File: src/rtl/fifo_rd_pkg.sv
`default_nettype none
// ============================================================================
// Module      : fifo_rd_pkg
// Description : Shared types and constants for the FIFO read-side stream
//               consumer (skid buffer occupancy encoding, stats width).
// Revision    : 1.0 - initial release
// ============================================================================
package fifo_rd_pkg;

    // Occupancy of the 2-entry skid buffer.
    typedef enum logic [1:0] {
        BUF_EMPTY = 2'd0,
        BUF_ONE   = 2'd1,
        BUF_TWO   = 2'd2
    } buf_state_t;

    // Width of the optional statistics counters.
    localparam int STATS_W = 32;

endpackage
`default_nettype wire

File: src/rtl/stream_skid2.sv
`default_nettype none
// ============================================================================
// Module      : stream_skid2
// Description : 2-entry skid register (head + spare). Outputs come only from
//               the head register, so nothing on the push side reaches the
//               outputs combinationally.
// Ports       : clk, rst       - clock, asynchronous active-high reset
//               push/push_data - write one entry (ignored when full)
//               pop            - consume the head entry (ignored when empty)
//               clr            - synchronous discard of both entries
//               head_data      - current head entry
//               valid          - head entry holds a word
//               full           - both entries occupied
// Revision    : 1.0 - initial release
// ============================================================================
module stream_skid2
    import fifo_rd_pkg::*;
#(
    parameter int W = 9
) (
    input  logic         clk,
    input  logic         rst,
    input  logic         push,
    input  logic [W-1:0] push_data,
    input  logic         pop,
    input  logic         clr,
    output logic [W-1:0] head_data,
    output logic         valid,
    output logic         full
);

    buf_state_t   r_state;
    buf_state_t   w_state_nxt;
    logic [W-1:0] r_head;
    logic [W-1:0] r_spare;
    logic [W-1:0] w_head_nxt;
    logic [W-1:0] w_spare_nxt;
    logic         w_pop;

    // A pop only means something when the head actually holds a word.
    assign w_pop = pop && (r_state != BUF_EMPTY);

    always_ff @(posedge clk or posedge rst) begin
        if (rst) begin
            r_state <= BUF_EMPTY;
            r_head  <= '0;
            r_spare <= '0;
        end else begin
            r_state <= w_state_nxt;
            r_head  <= w_head_nxt;
            r_spare <= w_spare_nxt;
        end
    end

    always_comb begin
        w_state_nxt = r_state;
        w_head_nxt  = r_head;
        w_spare_nxt = r_spare;
        if (clr) begin
            // Clear dominates both push and pop; stale data is left in place
            // because valid masks it.
            w_state_nxt = BUF_EMPTY;
        end else begin
            case (r_state)
                BUF_EMPTY: begin
                    if (push) begin
                        w_head_nxt  = push_data;
                        w_state_nxt = BUF_ONE;
                    end
                end
                BUF_ONE: begin
                    if (push && w_pop) begin
                        // Steady streaming: new word goes straight to head.
                        w_head_nxt = push_data;
                    end else if (push) begin
                        w_spare_nxt = push_data;
                        w_state_nxt = BUF_TWO;
                    end else if (w_pop) begin
                        w_state_nxt = BUF_EMPTY;
                    end
                end
                BUF_TWO: begin
                    if (w_pop) begin
                        w_head_nxt  = r_spare;
                        w_state_nxt = BUF_ONE;
                    end
                end
                default: begin
                    w_state_nxt = BUF_EMPTY;
                end
            endcase
        end
    end

    assign head_data = r_head;
    assign valid     = (r_state != BUF_EMPTY);
    assign full      = (r_state == BUF_TWO);

endmodule
`default_nettype wire

File: src/rtl/fifo_rd_stream.sv
`default_nettype none
// ============================================================================
// Module      : fifo_rd_stream
// Description : Read-side consumer for the dual-clock Gray-pointer FIFO.
//               Pops words via rinc/rempty/rdata and presents them as a
//               registered valid/ready stream with a last marker every
//               BURST_LEN beats. One word per rclk in steady state.
// Ports       : rclk, rrst      - read clock, asynchronous active-high reset
//               fifo_rdata      - FIFO read data (valid when !fifo_rempty)
//               fifo_rempty     - FIFO empty flag
//               fifo_rinc       - FIFO pop strobe
//               flush           - synchronous discard of buffer + burst position
//               m_data/m_valid/m_last/m_ready - downstream stream
//               beats_out, stall_cycles - optional statistics
// Options     : FIFO_RD_STREAM_STATS_EN adds beats_out (handshake count,
//               wrapping) and stall_cycles (valid && !ready cycles,
//               saturating); both cleared by flush.
// Revision    : 1.0 - initial release
// ============================================================================
module fifo_rd_stream
    import fifo_rd_pkg::*;
#(
    parameter int DSIZE     = 8,
    parameter int BURST_LEN = 4
) (
    input  logic               rclk,
    input  logic               rrst,
    input  logic [DSIZE-1:0]   fifo_rdata,
    input  logic               fifo_rempty,
    output logic               fifo_rinc,
    input  logic               flush,
    output logic [DSIZE-1:0]   m_data,
    output logic               m_valid,
    output logic               m_last,
    input  logic               m_ready
`ifdef FIFO_RD_STREAM_STATS_EN
    ,
    output logic [STATS_W-1:0] beats_out,
    output logic [STATS_W-1:0] stall_cycles
`endif
);

    localparam int BCW = (BURST_LEN > 1) ? $clog2(BURST_LEN) : 1;
    localparam logic [BCW-1:0] c_last_beat = BCW'(BURST_LEN - 1);

    logic [BCW-1:0] r_beat_cnt;
    logic           w_tag;
    logic           w_full;
    logic           w_valid;
    logic           w_hs;
    logic [DSIZE:0] w_head;

    // Pop strobe never looks at m_ready, keeping the downstream ready off the
    // FIFO pointer path. The spare entry absorbs the word popped in the cycle
    // a stall begins.
    assign fifo_rinc = !fifo_rempty && !w_full && !flush && !rrst;

    // Burst position is counted at the push side, so the tag travels with
    // the word through the skid buffer.
    assign w_tag = (r_beat_cnt == c_last_beat);
    assign w_hs  = w_valid && m_ready;

    always_ff @(posedge rclk or posedge rrst) begin
        if (rrst) begin
            r_beat_cnt <= '0;
        end else if (flush) begin
            r_beat_cnt <= '0;
        end else if (fifo_rinc) begin
            r_beat_cnt <= w_tag ? '0 : r_beat_cnt + BCW'(1);
        end
    end

    stream_skid2 #(
        .W (DSIZE + 1)
    ) u_skid (
        .clk       (rclk),
        .rst       (rrst),
        .push      (fifo_rinc),
        .push_data ({fifo_rdata, w_tag}),
        .pop       (w_hs),
        .clr       (flush),
        .head_data (w_head),
        .valid     (w_valid),
        .full      (w_full)
    );

    assign m_data  = w_head[DSIZE:1];
    assign m_valid = w_valid;
    assign m_last  = w_head[0] && w_valid;

`ifdef FIFO_RD_STREAM_STATS_EN
    logic [STATS_W-1:0] r_beats;
    logic [STATS_W-1:0] r_stalls;

    always_ff @(posedge rclk or posedge rrst) begin
        if (rrst) begin
            r_beats  <= '0;
            r_stalls <= '0;
        end else if (flush) begin
            r_beats  <= '0;
            r_stalls <= '0;
        end else begin
            if (w_hs) begin
                r_beats <= r_beats + STATS_W'(1);
            end
            if (w_valid && !m_ready && (r_stalls != '1)) begin
                r_stalls <= r_stalls + STATS_W'(1);
            end
        end
    end

    assign beats_out    = r_beats;
    assign stall_cycles = r_stalls;
`endif

endmodule
`default_nettype wire

File: config.mk
export PLATFORM = sky130hd
export DESIGN_NAME = fifo_rd_stream
export DESIGN_NICKNAME = d
export VERILOG_FILES = /design/src/rtl/fifo_rd_pkg.sv /design/src/rtl/stream_skid2.sv /design/src/rtl/fifo_rd_stream.sv
export SDC_FILE = /design/constraint.sdc
export NUM_CORES = 1
export LEC_CHECK = 0
export CORE_MARGIN = 2
export CORE_UTILIZATION = 46
export CTS_CLUSTER_DIAMETER = 60
export DETAILED_ROUTE_END_ITERATION = 6
export PLACE_DENSITY = 0.73
export SLEW_MARGIN = 30
export SYNTH_ARGS = -nofsm -noshare
export SYNTH_HDL_FRONTEND = slang
export SYNTH_SLANG_ARGS = --single-unit
File: constraint.sdc
create_clock -name rclk -period 2.17 [get_ports rclk]
set_clock_uncertainty 0.05 [all_clocks]
set_input_delay 0.3255 -clock rclk [delete_from_list [all_inputs] [get_ports rclk]]
set_output_delay 0.3255 -clock rclk [all_outputs]
set_load 0.02 [all_outputs]
# Word-level counts from Yosys, hierarchy flattened
# Index checks and enable logic that the tools add are counted.
# op_classes
eq_ne	10
n_lt_le_gt_ge	0
mul	0
n_mux	14
add_sub_neg	1
bitwise	2
n_reduce_logical	18
div	0
shift	0
# op_table
cell	count
$mux 9	3
$pmux 9 s3	1
$mux 2	9
$reduce_and 4->1	2
$logic_and 1x1->1	7
$ne 2x1->1 const B	3
$ne 3x2->1 const B	2
$pmux 2 s3	1
$reduce_and 5->1	1
$eq 2x2->1 const B	2
$logic_not 1->1	4
$ne 4x2->1 const B	1
$reduce_bool 2->1	2
$ne 3x3->1 const B	1
$reduce_bool 3->1	1
$add 2x1->2 const B	1
$eq 2x1->1 const B	1
$logic_not 2->1	1
$not 1->1	2
# word_totals
input_bits	13
register_bits	22
wordCells	49
rom_bits	0
out_inout_bits	11
memories	0
latch_bits	0
ram_bits	0

# Logic depth before layout (Yosys ltp)
# Gate-level depths: netlist of the first run.
# logic_depth
depth_word	9
mapped_depth	6
depth_no_buf	4

# Hierarchy
# From an unflattened synthesis of the first run, not the netlist that was laid out.
# unflattened
hier_cells	80
area_unflattened_um2	1106.1
# by_module_without_submodules
module	instances	area_each_um2	cells_each
stream_skid2	1	970.9	66
fifo_rd_stream	1	135.1	14

# Worst setup path after synthesis of the first run
# Ideal clock, no wire load.
# synth_timing
path_type	register to output
startpoint	reg u_skid.r_state[0]
endpoint	out m_last
required_time_ps	1794
stages_incl_launch_ff	3
path_slack_ps	766
arrival_ps	1028
cell_sequence	dfrtp_1 or2_2 and2_1
# synth_via
elab_chain_len	2
# synth_rtl
item	line_no	rtl
start, declared	stream_skid2.sv:32	buf_state_t r_state;
start signal, assigned	stream_skid2.sv:49	r_state <= w_state_nxt;
$reduce_bool 2->1	stream_skid2.sv:96	assign valid = (r_state != BUF_EMPTY);
named net m_valid	fifo_rd_stream.sv:33	output logic m_valid,
$logic_and 1x1->1	fifo_rd_stream.sv:89	assign m_last = w_head[0] && w_valid;
end, declared	fifo_rd_stream.sv:34	output logic m_last,
# The timed path passes the listed nets, and every way through them passes these cells.

# Worst setup path after layout of the first run
# layout_timing
startpoint	reg u_skid.r_state[1]
endpoint	out m_valid
# layout_via
elab_chain_len	1
# layout_rtl
item	line_no
$reduce_bool 2->1	stream_skid2.sv:96
end, declared	fifo_rd_stream.sv:33
# No other way between the ends.

==> tab_implementation.tex, run 1 <==
\begin{tabular}{lr}
\hline
Metric & Value \\
\hline
\multicolumn{2}{l}{\textbf{Run status}} \\
Run status & completed \\
\multicolumn{2}{l}{\textbf{Logic synthesis}} \\
Fraction of synthesized cell area in xor and xnor cells & 0 \\
Avg Cell Area, Syn & 12.0 um\^{}2 \\
Gate Count Post-Synth & 96 \\
Synthesized-area fraction occupied by ao, oa, aoi and oai cells & 0.0780 \\
Proportion of synthesized area in mux cells & 0.213 \\
Yosys cell types & 27 \\
Seq/Total Area, Yosys & 0.477 \\
Synthesized net count & 110 \\
Post-Synth Adder-Cell Area & 0.0108 \\
Area leader, netlist & dfrtp\_1 \\
Number of synthesized register bits & 22 \\
Yosys warning total & 0 \\
Area share of the largest cell type after synthesis & 0.477 \\
Top cells by area, synth & dfrtp\_1 (48\%), mux2\_4 (12\%), mux2i\_1 (8.7\%) \\
Share of synthesized cell area in and, or, nand and nor gates & 0.142 \\
Combinational family with the most area after synthesis & multiplexers \\
Mapped Area & 0.00115 mm\^{}2 \\
\multicolumn{2}{l}{\textbf{Critical path}} \\
Reg-to-reg startpoint & u\_skid.r\_state[1]\$\_DFFE\_PP0P\_ \\
Type of the worst setup path & reg2out \\
R2R Path End & u\_skid.r\_spare[8]\$\_DFFE\_PP0P\_ \\
Sort of element at the start of the critical path & flip-flop \\
Data arrival time of the critical path & 1.66 ns \\
Number of cells traversed by the worst register-to-register path & 3 \\
Critical Path Sink & m\_valid \\
Maximum fanout encountered on the critical timing path & 7 \\
Minimum setup slack among reg-to-reg paths & 0.65 ns \\
Required arrival time at the worst endpoint & 1.79 ns \\
Kind of end point of the critical path & output pin \\
Source of the critical timing path & u\_skid.r\_state[1]\$\_DFFE\_PP0P\_ \\
\multicolumn{2}{l}{\textbf{Floorplanning}} \\
Die Span Y & 54.1 um \\
Top-Level Pins & 24 \\
Initial cell density of the core & 0.475 \\
Horizontal die dimension & 54.1 um \\
Area enclosed by the die boundary & 0.00293 mm\^{}2 \\
Area of the placeable core & 0.00243 mm\^{}2 \\
Row count & 18 \\
\multicolumn{2}{l}{\textbf{Placed design}} \\
Worst Setup Slack post-DPL & 0.0757 ns \\
Routability Congestion & 0.869 \\
Number of buffers inserted by port buffering & 23 \\
HPWL reported at the end of detailed placement & 1450 um \\
Area of placed instances & 0.00138 mm\^{}2 \\
Number of cells after detailed placement & 144 \\
\multicolumn{2}{l}{\textbf{Power}} \\
Largest vdd supply drop & 520 uV \\
Static Leak & 0.669 nW \\
Pwr per Cell Area & 749 mW/mm\^{}2 \\
Total power of the final layout & 1.07 mW \\
\multicolumn{2}{l}{\textbf{Global route}} \\
Global-route wire length before repair & 3370 um \\
Aggregate global-route resource usage & 0.161 \\
Number of antenna violations at the first check in global routing & 0 \\
Total congestion overflow after global routing & 0 \\
Pin count of the biggest net entering global routing & 19 \\
Number of global-route vias before repair & 777 \\
\multicolumn{2}{l}{\textbf{Clocking}} \\
Setup repair bufs after CTS & 0 \\
CTS Sinks & 22 \\
Buffer depth of the longest clock path & 2 \\
CTS root buffer & clkbuf\_4 \\
Worst skew pair latency & 0.31 ns \\
Maximum level of the CTS H-tree & 1 \\
Count of hold-fix buffers inserted at cts & 0 \\
Number of buffers added by the clock tree synthesis step & 3 \\
Clock input transition at the sequential cells of the worst setup and hold paths & 0.13 ns \\
TritonCTS clock tree & built \\
\multicolumn{2}{l}{\textbf{Route}} \\
First-pass detailed-route iteration total & 4 \\
Initial detailed-routing violation count & 9 \\
Residual DRC count & 0 \\
Final ANT Viol Nets & 0 \\
Via count & 747 \\
Mean routed wirelength per cell & 14.0 um \\
Vias per cell & 5.05 \\
Sum of routed wire length over all layers & 2070 um \\
\multicolumn{2}{l}{\textbf{Cells and area}} \\
Inserted Diodes & 0 \\
Finished Core Util & 0.590 \\
Area added between synthesis and finish & 24.3\% \\
Fillers & 217 \\
Share of layout cells above drive strength 1 & 0.254 \\
Number of nets in the layout & 133 \\
Finished Cell Area & 0.00144 mm\^{}2 \\
Count of non-filler cells in the finished layout & 148 \\
\multicolumn{2}{l}{\textbf{STA}} \\
Upper clock frequency limit & 491 MHz \\
Final count of hold timing violations & 0 \\
Max transition margin & 0.677 \\
Ratio of final minimum period to clock period & 0.939 \\
Final number of max-transition violations & 0 \\
RSZ-0062 raised after global routing & false \\
Setup slack after layout & 0.132 ns \\
Minimum hold slack & 0.393 ns \\
Accumulated negative setup slack & 0 ns \\
Setup violations, final & 0 \\
Tmin final & 2.04 ns \\
Tightest Pin Transition & 0.485 ns \\
\multicolumn{2}{l}{\textbf{Worst hold path}} \\
Path category of the worst min-delay check & in2async \\
\multicolumn{2}{l}{\textbf{Job}} \\
Max-cap viol count & 0 \\
\hline
\end{tabular}
[power breakdown]
group          internal (mW)  total, mW  switching, mW
clock network          0.187      0.316          0.130
logic                  0.141      0.251          0.110
registers              0.471      0.507         0.0362
total                  0.799       1.07          0.276
[worst min path at each step]
stage,start,to,cells after the start
2_1_floorplan,rrst,r_beat_cnt[0]$_DFFE_PP0P_,1
3_3_place_gp,u_skid.head_data[3]$_DFFE_PP0P_,u_skid.head_data[3]$_DFFE_PP0P_,2
3_5_place_dp,u_skid.head_data[4]$_DFFE_PP0P_,u_skid.head_data[4]$_DFFE_PP0P_,2
4_1_cts,rrst,u_skid.r_state[1]$_DFFE_PP0P_,3
5_1_grt,rrst,u_skid.r_state[1]$_DFFE_PP0P_,3
6_report,rrst,u_skid.r_state[1]$_DFFE_PP0P_,3
[final cells by class]
class,count,area [um^2],area share
well taps,30,37.5,0.0262
multi-input cells,61,513,0.357
clock inverters,1,30.0,0.0209
repair buffers,29,273,0.190
clock buffers,3,22.5,0.0157
flip-flops and latches,22,552,0.384
inverters,2,7.51,0.00523
[flip-flops by register name, summed over array words and instances, names as in the netlist]
| register | count |
|---|---|
| u_skid.r_state | 2 |
| r_beat_cnt | 2 |
| u_skid.r_spare | 9 |
| u_skid.head_data | 9 |
[critical path, stage by stage (launching register included)]
cell and delay (ns):
dfrtp_1 0.48, or2_2 0.33, clkdlybuf4s50_1 0.54
[cells by family after synthesis]
logic type / count (synthesis)
buffers and inverters: 13
adder cells (fa/ha/maj): 1
AO/OA/AOI/OAI: 14
flip-flops: 22
multiplexers: 20
AND/OR/NAND/NOR: 26
[per-layer routing]
layer | wire, um | vias to the layer above | GRT usage
met4 | 10 | 0 | 0.0375
met5 | 0 | - | 0
met3 | 89 | 2 | 0.0361
li1 | - | 364 | -
met1 | 959 | 366 | 0.206
met2 | 1010 | 15 | 0.278
[Yosys cell counts (all sizes together)]
| cell type | number |
|---|---|
| a21oi | 3 |
| o22a | 1 |
| or3 | 1 |
| dfrtp | 22 |
| nand2 | 11 |
| nor3 | 2 |
| or2 | 1 |
| inv | 2 |
| nor2 | 6 |
| buf | 10 |
| ha | 1 |
| o21ai | 9 |
| and2 | 1 |
| mux2 | 10 |
| nor2b | 1 |
| nor4bb | 1 |
| clkbuf | 1 |
| a31oi | 1 |
| nand2b | 2 |
| mux2i | 10 |
[placed cells by master (no fill, tap or decap), types with 2 or more instances in the layout]
cell / count
mux2_4: 9
buf_4: 6
nor2_2: 2
dfrtp_1: 21
dlygate4sd2_1: 2
o21ai_1: 2
inv_1: 2
a21oi_1: 3
mux2i_1: 10
clkbuf_4: 3
clkdlybuf4s50_1: 21
o21ai_0: 7
nand2_1: 10
nor2_1: 4
[what timing repair did]
item                                    4_1_cts  5_1_grt
hold endpoints to repair                      0        0
gates resized for setup                       3        0
endpoints found under the setup margin        2        0
Power figures use the tool's default switching activity.
==> inputs of run 2 (changes only) <==
--- a/config.mk
+++ b/config.mk
@@ -6,10 +6,11 @@
 export NUM_CORES = 1
 export LEC_CHECK = 0
 export CORE_MARGIN = 2
-export CORE_UTILIZATION = 46
+export CORE_UTILIZATION = 53
 export CTS_CLUSTER_DIAMETER = 60
 export DETAILED_ROUTE_END_ITERATION = 6
-export PLACE_DENSITY = 0.73
+export PLACE_DENSITY_LB_ADDON = 0.1
+export SETUP_SLACK_MARGIN = 0.5
 export SLEW_MARGIN = 30
 export SYNTH_ARGS = -nofsm -noshare
 export SYNTH_HDL_FRONTEND = slang
==> run 2 against run 1 <==
  * Design area rose by 2.7%
  * Fmax up 24%
  * Sequential power barely moved
  * Largest power group unchanged
==> tab_implementation.tex, run 2 (synthesized netlist as in run 1, its figures left out) <==
\begin{tabular}{lr}
\hline
Metric & Value \\
\hline
\multicolumn{2}{l}{\textbf{Power}} \\
Internal Dissipation & 0.710 mW \\
Power dissipated by switching net loads & 0.268 mW \\
Total power of the final layout & 0.978 mW \\
Static Leak & 0.759 nW \\
Switching Share & 0.274 \\
Pwr per Cell Area & 664 mW/mm\^{}2 \\
Comb pwr share & 0.255 \\
Part of the power in the clock network & 0.228 \\
Largest vdd supply drop & 434 uV \\
Flop pwr share & 0.517 \\
\multicolumn{2}{l}{\textbf{Clocking}} \\
Count of hold-fix buffers inserted at cts & 0 \\
Number of buffers added by the clock tree synthesis step & 3 \\
Worst skew pair latency & 0.31 ns \\
Buffer depth of the longest clock path & 2 \\
TritonCTS clock tree & built \\
Maximum level of the CTS H-tree & 1 \\
CTS root buffer & clkbuf\_4 \\
CTS Sinks & 22 \\
Clock input transition at the sequential cells of the worst setup and hold paths & 0.12 ns \\
\multicolumn{2}{l}{\textbf{Run status}} \\
Run status & completed \\
\multicolumn{2}{l}{\textbf{Critical path}} \\
Reg-to-reg startpoint & u\_skid.r\_state[1]\$\_DFFE\_PP0P\_ \\
Required arrival time at the worst endpoint & 1.79 ns \\
Critical-path cell list & or2\_4, and2\_4, buf\_6 \\
Largest incremental delay on the critical path & 0.45 ns \\
R2R Path End & u\_skid.r\_spare[8]\$\_DFFE\_PP0P\_ \\
Type of the worst setup path & reg2out \\
Cell with the largest stage delay on the worst path & dfrtp\_2 \\
Number of cells traversed by the worst register-to-register path & 4 \\
Largest delay contributor family on the critical path & flip-flops \\
Number of buffer and inverter stages on the critical path & 1 \\
Minimum setup slack among reg-to-reg paths & 0.57 ns \\
Maximum fanout encountered on the critical timing path & 4 \\
Sort of element at the start of the critical path & flip-flop \\
Data arrival time of the critical path & 1.27 ns \\
Kind of end point of the critical path & output pin \\
\multicolumn{2}{l}{\textbf{Route}} \\
Vias per cell & 5.03 \\
Via count & 750 \\
Sum of routed wire length over all layers & 1960 um \\
Residual DRC count & 0 \\
Mean routed wirelength per cell & 13.2 um \\
First-pass detailed-route iteration total & 3 \\
Final ANT Viol Nets & 0 \\
Initial detailed-routing violation count & 2 \\
\multicolumn{2}{l}{\textbf{Placed design}} \\
Number of buffers inserted by port buffering & 23 \\
Worst Setup Slack post-DPL & 0.0762 ns \\
HPWL reported at the end of detailed placement & 1370 um \\
Routability Congestion & 0.693 \\
\multicolumn{2}{l}{\textbf{STA}} \\
Setup violations, final & 0 \\
Tmin final & 1.65 ns \\
Accumulated negative setup slack & 0 ns \\
Ratio of final minimum period to clock period & 0.760 \\
RSZ-0062 raised after global routing & true \\
Max transition margin & 0.697 \\
Final count of hold timing violations & 0 \\
Upper clock frequency limit & 606 MHz \\
Setup slack after layout & 0.521 ns \\
Final number of max-transition violations & 0 \\
Tightest Pin Transition & 0.455 ns \\
\multicolumn{2}{l}{\textbf{Global route}} \\
Aggregate global-route resource usage & 0.177 \\
Number of global-route vias before repair & 730 \\
Global-route wire length before repair & 3390 um \\
Number of antenna violations at the first check in global routing & 0 \\
Total congestion overflow after global routing & 0 \\
Pin count of the biggest net entering global routing & 23 \\
\multicolumn{2}{l}{\textbf{Worst hold path}} \\
Path category of the worst min-delay check & reg2reg \\
Hold path endpoint & u\_skid.head\_data[8]\$\_DFFE\_PP0P\_ \\
Number of cells traversed by the worst hold path & 2 \\
Hold path startpoint & u\_skid.head\_data[8]\$\_DFFE\_PP0P\_ \\
\multicolumn{2}{l}{\textbf{Floorplanning}} \\
Horizontal die dimension & 50.7 um \\
Die Span Y & 50.7 um \\
Initial cell density of the core & 0.577 \\
Area of the placeable core & 0.00200 mm\^{}2 \\
Area enclosed by the die boundary & 0.00257 mm\^{}2 \\
Row count & 16 \\
Top-Level Pins & 24 \\
\multicolumn{2}{l}{\textbf{Cells and area}} \\
Commonest non-fill, non-tap cells in the layout & dfrtp\_1 (20), clkdlybuf4s50\_1 (12), mux2i\_1 (10), nand2\_1 (10), buf\_4 (10) \\
Share of layout cells above drive strength 1 & 0.336 \\
Number of nets in the layout & 137 \\
Commonest non-fill, non-tap cell in the layout & dfrtp\_1 \\
Fillers & 162 \\
Finished Core Util & 0.736 \\
Area added between synthesis and finish & 27.6\% \\
Inserted Diodes & 0 \\
\multicolumn{2}{l}{\textbf{Job}} \\
Max-cap viol count & 0 \\
\hline
\end{tabular}
==> run 2: cell count changes in the layout (fill, tap and decap cells not counted), sizes merged <==
cell and delta:
clkdlybuf4s50 -9, buf +6, dlymetal6s2s +6, clkbuf +2, bufinv -1
==> run 2: layout make-up <==
| cell class | instances | area [um^2] | share of cell area |
|---|---|---|---|
| sequential | 22 | 553 | 0.375 |
| multi-input combinational | 61 | 528 | 0.358 |
| timing repair buffer | 33 | 315 | 0.214 |
| clock buffer | 4 | 36.3 | 0.0246 |
| tap | 27 | 33.8 | 0.0229 |
| inverter | 2 | 7.51 | 0.00509 |
==> run 2: worst max path at each step <==
| stage | startpoint | endpoint | cells after the start |
|---|---|---|---|
| final | u_skid.r_state[0]$_DFFE_PP0P_ | m_last | 3 |
| after global routing | u_skid.r_state[0]$_DFFE_PP0P_ | m_last | 3 |
| after CTS | u_skid.r_state[1]$_DFFE_PP0P_ | m_valid | 2 |
| after detailed placement | fifo_rempty | fifo_rinc | 5 |
| after global placement | fifo_rempty | fifo_rinc | 5 |
| after floorplan | u_skid.r_state[0]$_DFFE_PP0P_ | m_last | 2 |
==> run 2: per-layer routing <==
layer,GRT usage,part of all wire,vias to the layer above
met5,0,0,-
met4,0.0270,0.0041,0
met3,0.0536,0.051,2
met2,0.283,0.49,18
met1,0.243,0.46,354
li1,-,-,376
==> run 2: stage by stage <==
step | cells | area [um^2] | hold WS, ns
2_1_floorplan | 96 | 1150 | 0.265
3_3_place_gp | 141 | 1380 | 0.413
3_5_place_dp | 141 | 1380 | 0.425
4_1_cts | 149 | 1450 | 0.453
5_1_grt | 149 | 1470 | 0.475
6_report | 149 | 1470 | 0.441
==> run 2: power groups by stage <==
stage / Sequential, mW / Combinational [mW] / Clock [mW]
finish: 0.506 / 0.249 / 0.224
global route: 0.513 / 0.272 / 0.245
CTS: 0.506 / 0.254 / 0.230
detailed placement: 0.516 / 0.252 / 0
global placement: 0.510 / 0.247 / 0
floorplan: 0.505 / 0.188 / 0
==> run 2: worst reg2reg max path, cell delays in order (launching register included) <==
cell     delay (ns)
dfrtp_2        0.45
buf_4          0.15
nor3_2         0.31
nand2_4        0.20
mux2_4         0.34
==> run 2: what timing repair did <==
action,CTS,global route
setup endpoints to repair,5,16
resized for setup,18,12
buffers inserted,4,0
pin swaps,0,2
